==> config.mk <==
export PLATFORM = sky130hd
export DESIGN_NAME = hazard_forward_unit_flat
export DESIGN_NICKNAME = d
export VERILOG_FILES = /design/src/rtl/hazard_pkg.sv /design/src/rtl/hazard_forward_unit_if.sv /design/src/rtl/hazard_forward_unit_src_match.sv /design/src/rtl/hazard_forward_unit.sv /design/src/flat_wrapper.sv
export SDC_FILE = /design/constraint.sdc
export NUM_CORES = 1
export LEC_CHECK = 0
export CAP_MARGIN = 10
export CORE_MARGIN = 4
export CORE_UTILIZATION = 44
export CTS_BUF_LIST = sky130_fd_sc_hd__clkbuf_2
export DETAILED_ROUTE_END_ITERATION = 7
export PLACE_DENSITY = 0.79
export SYNTH_ARGS = -nofsm -noshare
export SYNTH_HDL_FRONTEND = slang
export SYNTH_SLANG_ARGS = --single-unit
==> constraint.sdc <==
create_clock -name clk -period 2.6 [get_ports clk]
set_clock_uncertainty 0.2 [all_clocks]
set_input_delay 0.65 -clock clk [delete_from_list [all_inputs] [get_ports clk]]
set_output_delay 0.65 -clock clk [all_outputs]
set_load 0.02 [all_outputs]
==> src/rtl/hazard_pkg.sv <==
// hazard_pkg: shared types and helpers for the hazard/forwarding unit.
//   SEL_RF       - forwarding select value meaning "read the register file".
//   fsm_state_e  - load-use stall tracker states.
//   sel_w()      - width of one per-operand forwarding select.
package hazard_pkg;

  localparam int SEL_RF = 0;

  typedef enum logic {
    RUN   = 1'b0,
    STALL = 1'b1
  } fsm_state_e;

  // One code per producer stage plus the register-file code.
  function automatic int sel_w(input int num_stg);
    return $clog2(num_stg + 1);
  endfunction

endpackage

==> src/rtl/hazard_forward_unit_if.sv <==
// hazard_forward_unit_if: bundle between the decode/pipeline control and the
// hazard/forwarding unit.
//   master (pipeline side): drives decode sources, stage destinations, flush;
//                           receives fwd_sel, stall, statistics, hazard_err.
//   slave  (unit side)    : the reverse.
interface hazard_forward_unit_if
  import hazard_pkg::*;
#(
  parameter int REG_AW  = 5,
  parameter int NUM_SRC = 2,
  parameter int NUM_STG = 2,
  parameter int CNT_W   = 16
) ();

  localparam int SEL_W = sel_w(NUM_STG);

  logic                       id_valid;
  logic [NUM_SRC*REG_AW-1:0]  id_src;
  logic [NUM_SRC-1:0]         id_src_used;
  logic [NUM_STG*REG_AW-1:0]  stg_rd;
  logic [NUM_STG-1:0]         stg_wr;
  logic [NUM_STG-1:0]         stg_load;
  logic                       flush;
  logic [NUM_SRC*SEL_W-1:0]   fwd_sel;
  logic                       stall;
  logic [CNT_W-1:0]           stall_cnt;
  logic [CNT_W-1:0]           fwd_cnt;
  logic                       hazard_err;

  modport master (
    output id_valid, id_src, id_src_used, stg_rd, stg_wr, stg_load, flush,
    input  fwd_sel, stall, stall_cnt, fwd_cnt, hazard_err
  );

  modport slave (
    input  id_valid, id_src, id_src_used, stg_rd, stg_wr, stg_load, flush,
    output fwd_sel, stall, stall_cnt, fwd_cnt, hazard_err
  );

endinterface

==> src/rtl/hazard_forward_unit_src_match.sv <==
// src_match: priority comparator for one decode source operand against
// NUM_STG producer stages.
//   valid, used   - instruction is real and this source is read
//   src           - source register address
//   stg_rd/wr/load- per-stage destination, write-enable, load flag
//   sel           - EX-time select of the youngest matching producer (0 = RF)
//   load_haz      - that winning producer is a load whose data is not ready
module src_match
  import hazard_pkg::*;
#(
  parameter int REG_AW   = 5,
  parameter int NUM_STG  = 2,
  parameter int LOAD_LAT = 1,
  parameter int SEL_W    = sel_w(NUM_STG)
) (
  input  logic                      valid,
  input  logic                      used,
  input  logic [REG_AW-1:0]         src,
  input  logic [NUM_STG*REG_AW-1:0] stg_rd,
  input  logic [NUM_STG-1:0]        stg_wr,
  input  logic [NUM_STG-1:0]        stg_load,
  output logic [SEL_W-1:0]          sel,
  output logic                      load_haz
);

  // Walk from the oldest stage to the youngest so the youngest match is the
  // last one written and therefore wins. A matching non-load younger than a
  // load hides the load, since only the winning producer's readiness matters.
  always_comb begin
    // NOTE: every output gets a default before any conditional assignment so
    // no path leaves it unassigned and no latch is inferred.
    sel      = SEL_W'(SEL_RF);
    load_haz = 1'b0;
    for (int k = NUM_STG - 1; k >= 0; k--) begin
      if (valid && used && stg_wr[k] &&
          (stg_rd[k*REG_AW +: REG_AW] != '0) &&
          (stg_rd[k*REG_AW +: REG_AW] == src)) begin
        sel      = SEL_W'(k + 1);
        load_haz = stg_load[k] && (k < LOAD_LAT);
      end
    end
  end

endmodule

==> src/rtl/hazard_forward_unit.sv <==
// hazard_forward_unit: registered per-operand forwarding selects for the
// instruction entering EX, combinational load-use stall, saturating stall and
// forward statistics, and a sticky watchdog for over-long stalls.
//   clk    - rising-edge clock
//   rst_n  - synchronous active-low reset
//   bus    - slave side of hazard_forward_unit_if (decode sources, stage
//            destinations, flush in; fwd_sel, stall, counters, hazard_err out)
module hazard_forward_unit
  import hazard_pkg::*;
#(
  parameter int REG_AW   = 5,
  parameter int NUM_SRC  = 2,
  parameter int NUM_STG  = 2,
  parameter int LOAD_LAT = 1,
  parameter int CNT_W    = 16
) (
  input  logic                 clk,
  input  logic                 rst_n,
  hazard_forward_unit_if.slave bus
);

  localparam int SEL_W = sel_w(NUM_STG);
  // Run length only has to reach LOAD_LAT+1; it saturates beyond that.
  localparam int RUN_W = $clog2(LOAD_LAT + 2);

  logic [NUM_SRC*SEL_W-1:0] sel_raw;
  logic [NUM_SRC*SEL_W-1:0] sel_next;
  logic [NUM_SRC-1:0]       load_haz;
  logic                     stall;

  logic [NUM_SRC*SEL_W-1:0] fwd_sel_q;
  logic [CNT_W-1:0]         stall_cnt_q;
  logic [CNT_W-1:0]         fwd_cnt_q;
  logic                     hazard_err_q;

  fsm_state_e               state_q, state_d;
  logic [RUN_W-1:0]         run_len_q, run_len_d;
  logic                     err_set;

  for (genvar i = 0; i < NUM_SRC; i++) begin : g_src
    src_match #(
      .REG_AW   (REG_AW),
      .NUM_STG  (NUM_STG),
      .LOAD_LAT (LOAD_LAT),
      .SEL_W    (SEL_W)
    ) u_src_match (
      .valid    (bus.id_valid),
      .used     (bus.id_src_used[i]),
      .src      (bus.id_src[i*REG_AW +: REG_AW]),
      .stg_rd   (bus.stg_rd),
      .stg_wr   (bus.stg_wr),
      .stg_load (bus.stg_load),
      .sel      (sel_raw[i*SEL_W +: SEL_W]),
      .load_haz (load_haz[i])
    );
  end

  // Flush discards the decode instruction, so it cannot cause a stall.
  assign stall = rst_n && !bus.flush && (|load_haz);

  // A bubble, a flushed slot or an empty slot reads the register file.
  assign sel_next = (stall || bus.flush || !bus.id_valid) ? '0 : sel_raw;

  always_comb begin
    state_d   = state_q;
    run_len_d = run_len_q;
    err_set   = 1'b0;
    if (bus.flush) begin
      state_d   = RUN;
      run_len_d = '0;
    end else begin
      case (state_q)
        RUN: begin
          if (stall) begin
            state_d   = STALL;
            run_len_d = RUN_W'(1);
          end
        end
        STALL: begin
          if (stall) begin
            err_set = (run_len_q >= RUN_W'(LOAD_LAT));
            if (run_len_q != '1) run_len_d = run_len_q + 1'b1;
          end else begin
            state_d   = RUN;
            run_len_d = '0;
          end
        end
        default: begin
          state_d   = RUN;
          run_len_d = '0;
        end
      endcase
    end
  end

  // NOTE: sequential state uses non-blocking assignments so every register
  // samples pre-edge values regardless of statement order.
  always_ff @(posedge clk) begin
    if (!rst_n) begin
      state_q      <= RUN;
      run_len_q    <= '0;
      fwd_sel_q    <= '0;
      stall_cnt_q  <= '0;
      fwd_cnt_q    <= '0;
      hazard_err_q <= 1'b0;
    end else begin
      state_q      <= state_d;
      run_len_q    <= run_len_d;
      fwd_sel_q    <= sel_next;
      hazard_err_q <= hazard_err_q | err_set;
      if (stall && (stall_cnt_q != '1)) stall_cnt_q <= stall_cnt_q + 1'b1;
      if ((|sel_next) && (fwd_cnt_q != '1)) fwd_cnt_q <= fwd_cnt_q + 1'b1;
    end
  end

  assign bus.fwd_sel    = fwd_sel_q;
  assign bus.stall      = stall;
  assign bus.stall_cnt  = stall_cnt_q;
  assign bus.fwd_cnt    = fwd_cnt_q;
  assign bus.hazard_err = hazard_err_q;

endmodule

==> src/flat_wrapper.sv <==
// flat-port wrapper written by rule: the top's interface ports become plain ports
module hazard_forward_unit_flat import hazard_pkg::*;
#(
  parameter int REG_AW   = 5,
  parameter int NUM_SRC  = 2,
  parameter int NUM_STG  = 2,
  parameter int LOAD_LAT = 1,
  parameter int CNT_W    = 16
)
  (clk, rst_n, bus_id_valid, bus_id_src, bus_id_src_used, bus_stg_rd, bus_stg_wr, bus_stg_load, bus_flush, bus_fwd_sel, bus_stall, bus_stall_cnt, bus_fwd_cnt, bus_hazard_err);
  hazard_forward_unit_if #(.REG_AW(REG_AW), .NUM_SRC(NUM_SRC), .NUM_STG(NUM_STG), .CNT_W(CNT_W)) bus_i ();
  input  logic clk;
  input  logic rst_n;
  input wire logic [$bits(bus_i.id_valid)-1:0] bus_id_valid;
  input wire logic [$bits(bus_i.id_src)-1:0] bus_id_src;
  input wire logic [$bits(bus_i.id_src_used)-1:0] bus_id_src_used;
  input wire logic [$bits(bus_i.stg_rd)-1:0] bus_stg_rd;
  input wire logic [$bits(bus_i.stg_wr)-1:0] bus_stg_wr;
  input wire logic [$bits(bus_i.stg_load)-1:0] bus_stg_load;
  input wire logic [$bits(bus_i.flush)-1:0] bus_flush;
  output wire logic [$bits(bus_i.fwd_sel)-1:0] bus_fwd_sel;
  output wire logic [$bits(bus_i.stall)-1:0] bus_stall;
  output wire logic [$bits(bus_i.stall_cnt)-1:0] bus_stall_cnt;
  output wire logic [$bits(bus_i.fwd_cnt)-1:0] bus_fwd_cnt;
  output wire logic [$bits(bus_i.hazard_err)-1:0] bus_hazard_err;
  assign bus_i.id_valid = bus_id_valid;
  assign bus_i.id_src = bus_id_src;
  assign bus_i.id_src_used = bus_id_src_used;
  assign bus_i.stg_rd = bus_stg_rd;
  assign bus_i.stg_wr = bus_stg_wr;
  assign bus_i.stg_load = bus_stg_load;
  assign bus_i.flush = bus_flush;
  assign bus_fwd_sel = bus_i.fwd_sel;
  assign bus_stall = bus_i.stall;
  assign bus_stall_cnt = bus_i.stall_cnt;
  assign bus_fwd_cnt = bus_i.fwd_cnt;
  assign bus_hazard_err = bus_i.hazard_err;
  hazard_forward_unit #(.REG_AW(REG_AW), .NUM_SRC(NUM_SRC), .NUM_STG(NUM_STG), .LOAD_LAT(LOAD_LAT), .CNT_W(CNT_W)) u_core (.clk(clk), .rst_n(rst_n), .bus(bus_i));
endmodule
# --- Word-level counts from Yosys, hierarchy flattened ---
# Index checks and enable logic that the tools add are counted.
op_classes:
  addsub: 3
  order_cmp: 1
  eq_ne: 9
  muxes: 15
  bitwise: 3
  n_reduce_logical: 28
ops:
  columns: ["op", "n"]
  rows:
  - ["16-bit by 1-bit adder with 16-bit output, second input constant", 2]
  - ["16-bit inequality test, second input constant", 2]
  - ["5-bit == test", 4]
  - ["1-bit logical AND", 18]
  - ["2-bit 2-to-1 mux", 7]
  - ["5-bit nonzero test", 2]
  - ["1-bit 2-to-1 mux", 6]
  - ["4-bit 2-to-1 mux", 1]
  - ["2-bit one-hot mux with 2 select lines", 1]
  - ["2-bit OR reduction", 2]
  - ["4-bit OR reduction", 1]
  - ["3-bit inequality test, second input constant", 1]
  - ["2-bit by 1-bit adder with 2-bit output, second input constant", 1]
  - ["2-bit by 1-bit >= comparator with 1-bit output, second input constant", 1]
  - ["1-bit logical NOT", 2]
  - ["1-bit logical OR", 2]
  - ["2-bit by 1-bit inequality test with 1-bit output, second input constant", 1]
  - ["2-bit inequality test, second input constant", 1]
  - ["1-bit inverter", 2]
  - ["2-bit AND reduction", 1]
  - ["1-bit bitwise OR", 1]
totals:
  regBits: 40
  output_inout_bits: 38
  wordCells: 65

# --- Logic depth before layout (Yosys ltp) ---
depth:
  ltp_word: 12
  ltp_mapped: 9
  ltp_nobuf: 7

# --- By module ---
# A second synthesis with hierarchy kept.
unflattened:
  hier_cells: 283
  hier_area_um2: 2367.3
by_module_without_submodules:
  columns: ["module", "instances", "cells_each", "area_per_inst_um2", "seq_area_each_um2"]
  rows:
  - ["hazard_forward_unit", 1, 239, 2031.9, 800.8]
  - ["src_match", 2, 22, 167.7, 0.0]

# --- Least setup slack after synthesis ---
# OpenSTA, ideal clock, no wires.
synth_timing:
  kind: "input to register"
  start: "input bus_stg_rd[0]"
  end: "register u_core.fwd_cnt_q[10], in the netlist u_core.bus.fwd_cnt[10]"
  setup_ns: 0.071
  arrival_time_ns: 2.512
  path_slack_ns: -0.182
  cell_stages: 8
  n_path_buf: 1
  path_cell_list: "or4_4 > nor2_4 > nor3_2 > o21a_2 > or3_1 > clkbuf_2 > or4_1 > a21oi_1"
synth_via:
  elab_chain_len: 11
  word_cells_on_any_way: 18
  cone_classes: "eq/ne (2); mux (5); reduce/logical (11)"
synth_rtl:
  columns: ["item", "line", "source"]
  rows:
  - ["start: declaration", "flat_wrapper.sv:17", "input wire logic [$bits(bus_i.stg_rd)-1:0] bus_stg_rd;"]
  - ["5-bit nonzero test", "hazard_forward_unit_src_match.sv:36", "(stg_rd[k*REG_AW +: REG_AW] != '0) &&"]
  - ["1-bit logical AND", "hazard_forward_unit_src_match.sv:35", "if (valid && used && stg_wr[k] &&"]
  - ["1-bit logical AND", "hazard_forward_unit_src_match.sv:36", null]
  - ["1-bit 2-to-1 mux", "hazard_forward_unit_src_match.sv:35", null]
  - ["2-bit OR reduction", "hazard_forward_unit.sv:59", "assign stall = rst_n && !bus.flush && (|load_haz);"]
  - ["1-bit logical AND", "hazard_forward_unit.sv:59", null]
  - ["1-bit logical OR (2 in series)", "hazard_forward_unit.sv:62", "assign sel_next = (stall || bus.flush || !bus.id_valid) ? '0 : sel_raw;"]
  - ["4-bit 2-to-1 mux (*)", "hazard_forward_unit.sv:62", null]
  - ["4-bit OR reduction (*)", "hazard_forward_unit.sv:112", "if ((|sel_next) && (fwd_cnt_q != '1)) fwd_cnt_q <= fwd_cnt_q + 1'b1;"]
  - ["1-bit logical AND (*)", "hazard_forward_unit.sv:112", null]
  - ["end signal: assignment", "hazard_forward_unit.sv:112", null]
  - ["end: declaration", "hazard_forward_unit.sv:33", "logic [CNT_W-1:0] fwd_cnt_q;"]
# Every way passes the cells marked *; elsewhere a longest branch is shown, timed or not.
# A chain may end at the register's enable or synchronous reset.

# --- Final worst setup path ---
layout_timing:
  start: "input bus_id_src[9]"
  end: "register u_core.fwd_cnt_q[10], in the netlist u_core.bus.fwd_cnt[10]"
layout_via:
  elab_chain_len: 10
  word_cells_on_any_way: 14
  cone_classes: "eq/ne (2); mux (4); reduce/logical (8)"
layout_rtl:
  columns: ["item", "line", "source"]
  rows:
  - ["start: declaration", "flat_wrapper.sv:15", "input wire logic [$bits(bus_i.id_src)-1:0] bus_id_src;"]
  - ["5-bit == test", "hazard_forward_unit_src_match.sv:37", "(stg_rd[k*REG_AW +: REG_AW] == src)) begin"]
  - ["1-bit logical AND", "hazard_forward_unit_src_match.sv:36", null]
  - ["1-bit 2-to-1 mux", "hazard_forward_unit_src_match.sv:35", null]
  - ["2-bit OR reduction", "hazard_forward_unit.sv:59", null]
  - ["1-bit logical AND", "hazard_forward_unit.sv:59", null]
  - ["1-bit logical OR (2 in series)", "hazard_forward_unit.sv:62", null]
  - ["4-bit 2-to-1 mux (*)", "hazard_forward_unit.sv:62", null]
  - ["4-bit OR reduction (*)", "hazard_forward_unit.sv:112", null]
  - ["1-bit logical AND (*)", "hazard_forward_unit.sv:112", null]
# Marked as above.

==> PnR_summary.wiki <==
{| class="wikitable"
! Metric !! Value
|-
| Post-Syn Nets || 304
|-
| Static leakage power || 1.32 nW
|-
| Clock buffer count from CTS || 5
|-
| Clock tree from TritonCTS || done
|-
| Average cell area after synthesis || 8.27 um2
|-
| Worst min-delay path category || register to register
|-
| Power per unit of standard cell area || 295 nW/um2
|-
| Cell type contributing the most total cell area after synthesis || sky130_fd_sc_hd__dfxtp_1
|-
| Fraction of final layout cells with drive strength greater than 1 || 31.0%
|-
| Number of nets in the layout || 427
|-
| WL per Instance || 16.9 um
|-
| Final RePlAce weighted congestion || 0.852
|-
| Number of global-route vias before repair || 2465
|-
| Top cells by count, synth || 40 x sky130_fd_sc_hd__dfxtp_1, 32 x sky130_fd_sc_hd__xnor2_1, 25 x sky130_fd_sc_hd__nand2_1
|-
| Power after layout || 1.07 mW
|-
| Worst skew pair latency || 420 ps
|-
| Endpoint type of the worst setup path || register
|-
| Ports || 68
|-
| Clock-pin transition on the worst setup and hold timing paths || 220 ps
|-
| Cell count after synthesis || 270
|-
| Congestion Overflow GR || 0
|-
| Total inserted antenna cells || 0
|-
| Setup slack of the worst register-to-register path || 170 ps
|-
| Required time worst endpoint || 2770 ps
|-
| Cell at the root of the clock tree || sky130_fd_sc_hd__clkbuf_2
|-
| Die footprint || 6280 um2
|-
| Reported max-cap violation count || 0
|-
| Critical path data arrival time || 2990 ps
|-
| Actual transition at the worst max-transition pin || 375 ps
|-
| Fraction of the yosys area taken by sequential cells || 35.9%
|-
| Top cell type's share of synthesized area || 35.9%
|-
| Cell with the most instances after synthesis || sky130_fd_sc_hd__dfxtp_1
|-
| Result of the run || complete, but fails checks
|-
| Area of the mapped netlist || 2230 um2
|-
| FF-to-FF End || u_core.bus.fwd_cnt[5]
|-
| Crit Reg-Reg Startpoint || u_core.bus.fwd_cnt[2]
|-
| Row Count || 25
|-
| Number of enable flip-flop cells after synthesis || 0
|-
| Num Clock Sinks || 40
|-
| Number of hold-slack violations in the final timing report || 0
|-
| IO Port Bufs || 66
|-
| TritonRoute pass-1 iters || 4
|-
| Worst hold start || u_core.bus.fwd_cnt[4]
|-
| Count of nets left with antenna violations after detail routing || 0
|-
| Chip Width || 79.2 um
|-
| DP Wirelength || 4660 um
|-
| Post-synthesis sequential element count || 40
|-
| Number of antenna violations at the first check in global routing || 0
|-
| Vias per cell || 5.59
|-
| Max frequency || 0.355 GHz
|-
| Number of slew-limit violations in the final report || 0
|-
| Top_reg_cell synth || sky130_fd_sc_hd__dfxtp_1
|-
| Total routing usage reported by global routing || 23.3%
|-
| RSZ-0062 raised after global routing || true
|-
| Ratio of final minimum period to clock period || 108%
|-
| Post-layout minimum cycle time || 2820 ps
|-
| Pin count of the biggest net entering global routing || 20
|-
| Wire length of the first global-routing pass || 11600 um
|-
| Clk buf depth || 2
|-
| Most area-consuming cells after synthesis || sky130_fd_sc_hd__dfxtp_1 36%, sky130_fd_sc_hd__xnor2_1 13%, sky130_fd_sc_hd__nand2_1 4.2%, sky130_fd_sc_hd__nor2_1 3.7%, sky130_fd_sc_hd__nand3_1 3.4%
|-
| Core Area || 4820 um2
|-
| Worst-path fanout max || 3
|-
| Yosys synthesis warning count || 0
|-
| Sum of routed wire length over all layers || 7790 um
|-
| Count of hold-fix buffers inserted at cts || 0
|-
| Remaining DRCs || 0
|-
| Area Overhead vs Synth || 62.9%
|-
| Worst VDD drop || 0.267 mV
|-
| WHS Endpoint || u_core.bus.fwd_cnt[4]
|-
| Number of setup violations in the final report || 14
|-
| FF-to-FF path depth || 8
|-
| Worst slack after detailed placement || -836 ps
|-
| Starting density of the core || 46.4%
|-
| Violations in the final reports || setup timing
|-
| Floorplan die height || 79.2 um
|-
| Worst slew slack as a fraction of its limit || 74.9%
|-
| Depth of the CTS H-tree || 2
|-
| Vias after detailed routing || 2578
|-
| Worst Setup Path Type || input port to register
|-
| Count of cells along the worst hold path || 2
|-
| Slack of the critical path || -220 ps
|-
| Number of different library cells in the post-synthesis netlist || 45
|-
| Number of DRC markers after the initial detailed-route iteration || 133
|-
| Type of origin of the critical path || input port
|-
| FFs w/ async S/R, synth || 0%
|}
==> logic make-up after synthesis <==
logic type / share of synthesized area (%)
compound gates: 11.1
xor+xnor: 12.9
fa+ha+maj: 2.24
buf+inv: 3.36
flops: 35.9
mux: 1.79
simple gates: 32.7
==> registers in the layout, summed over array words and instances, names as in the netlist <==
signal and count:
u_core.bus.hazard_err 1, u_core.bus.fwd_sel 4, u_core.state_q 1, u_core.bus.stall_cnt 16, u_core.bus.fwd_cnt 16, u_core.run_len_q 2
==> critical path, stage by stage <==
cell                              delay, ps
sky130_fd_sc_hd__clkdlybuf4s15_1        230
sky130_fd_sc_hd__xnor2_1                250
sky130_fd_sc_hd__nand4_1                170
sky130_fd_sc_hd__nor4b_2                330
sky130_fd_sc_hd__buf_4                  180
sky130_fd_sc_hd__o41ai_4                100
sky130_fd_sc_hd__or3_4                  370
sky130_fd_sc_hd__or4_4                  520
sky130_fd_sc_hd__a21oi_2                180
==> placed cells by master, fill, tap and decap left out, types with 7 or more instances in the layout <==
master	instances
sky130_fd_sc_hd__a21oi_1	11
sky130_fd_sc_hd__buf_4	57
sky130_fd_sc_hd__buf_6	7
sky130_fd_sc_hd__clkbuf_2	13
sky130_fd_sc_hd__clkdlybuf4s50_1	41
sky130_fd_sc_hd__dfxtp_1	38
sky130_fd_sc_hd__dlygate4sd2_1	9
sky130_fd_sc_hd__inv_1	8
sky130_fd_sc_hd__nand2_1	25
sky130_fd_sc_hd__nand3_1	12
sky130_fd_sc_hd__nand4_1	9
sky130_fd_sc_hd__nor2_1	20
sky130_fd_sc_hd__nor3_1	12
sky130_fd_sc_hd__o21ai_0	7
sky130_fd_sc_hd__or3_1	8
sky130_fd_sc_hd__xnor2_1	25
sky130_fd_sc_hd__xnor2_2	7
==> metal layers <==
| metal | global-route usage [%] | routed length (um) |
|---|---|---|
| met5 | 0 | 0 |
| met4 | 10.3 | 353 |
| met3 | 3.74 | 402 |
| met2 | 40.1 | 3840 |
| met1 | 28.4 | 3190 |
==> per-stage QoR <==
| step | util (%) | hold slack [ps] | cells | TNS, ps | cell area [um2] |
|---|---|---|---|---|---|
| floorplan | - | 285 | 270 | -906 | 2230 |
| global placement | 67.7 | 266 | 436 | -16370 | 3260 |
| detailed placement | 67.7 | 274 | 436 | -18800 | 3260 |
| CTS | 71.4 | 323 | 454 | 0 | 3440 |
| global route | 75.5 | 333 | 461 | -1800 | 3640 |
| finish | 75.5 | 310 | 461 | -1150 | 3640 |
==> worst max path at each step <==
stage | from | end | slack (ps)
after global routing | bus_id_src[9] | u_core.bus.fwd_cnt[10] | -270
final | bus_id_src[9] | u_core.bus.fwd_cnt[10] | -220
after global placement | bus_stg_rd[2] | bus_stall | -770
after CTS | bus_stg_rd[4] | u_core.bus.fwd_cnt[10] | 3
after floorplan | bus_stg_rd[0] | u_core.bus.fwd_cnt[10] | -180
after detailed placement | bus_stg_rd[0] | u_core.bus.fwd_cnt[7] | -840
==> report_power, final <==
group / total (mW) / internal [mW] / switching, mW
clock network: 0.283 / 0.0622 / 0.221
registers: 0.615 / 0.615 / 0.000200
logic: 0.176 / 0.0932 / 0.0823
total: 1.07 / 0.770 / 0.303
==> cell type report <==
| type | instances | area (um2) |
|---|---|---|
| clock buffer | 5 | 25.0 |
| tap | 67 | 83.8 |
| fill | 353 | 1180 |
| sequential | 40 | 803 |
| timing repair buffer | 127 | 1080 |
| clock inverter | 3 | 18.8 |
| inverter | 8 | 30.0 |
| multi-input combinational | 211 | 1600 |
==> repair_timing <==
action | 4_1_cts | 5_1_grt
pin swaps | 16 | 35
resized for setup | 54 | 57
endpoints found under the setup margin | 18 | 16
setup buffers | 9 | 7
gates cloned | 1 | 0
Note: power is estimated with default switching activity, not from simulation.
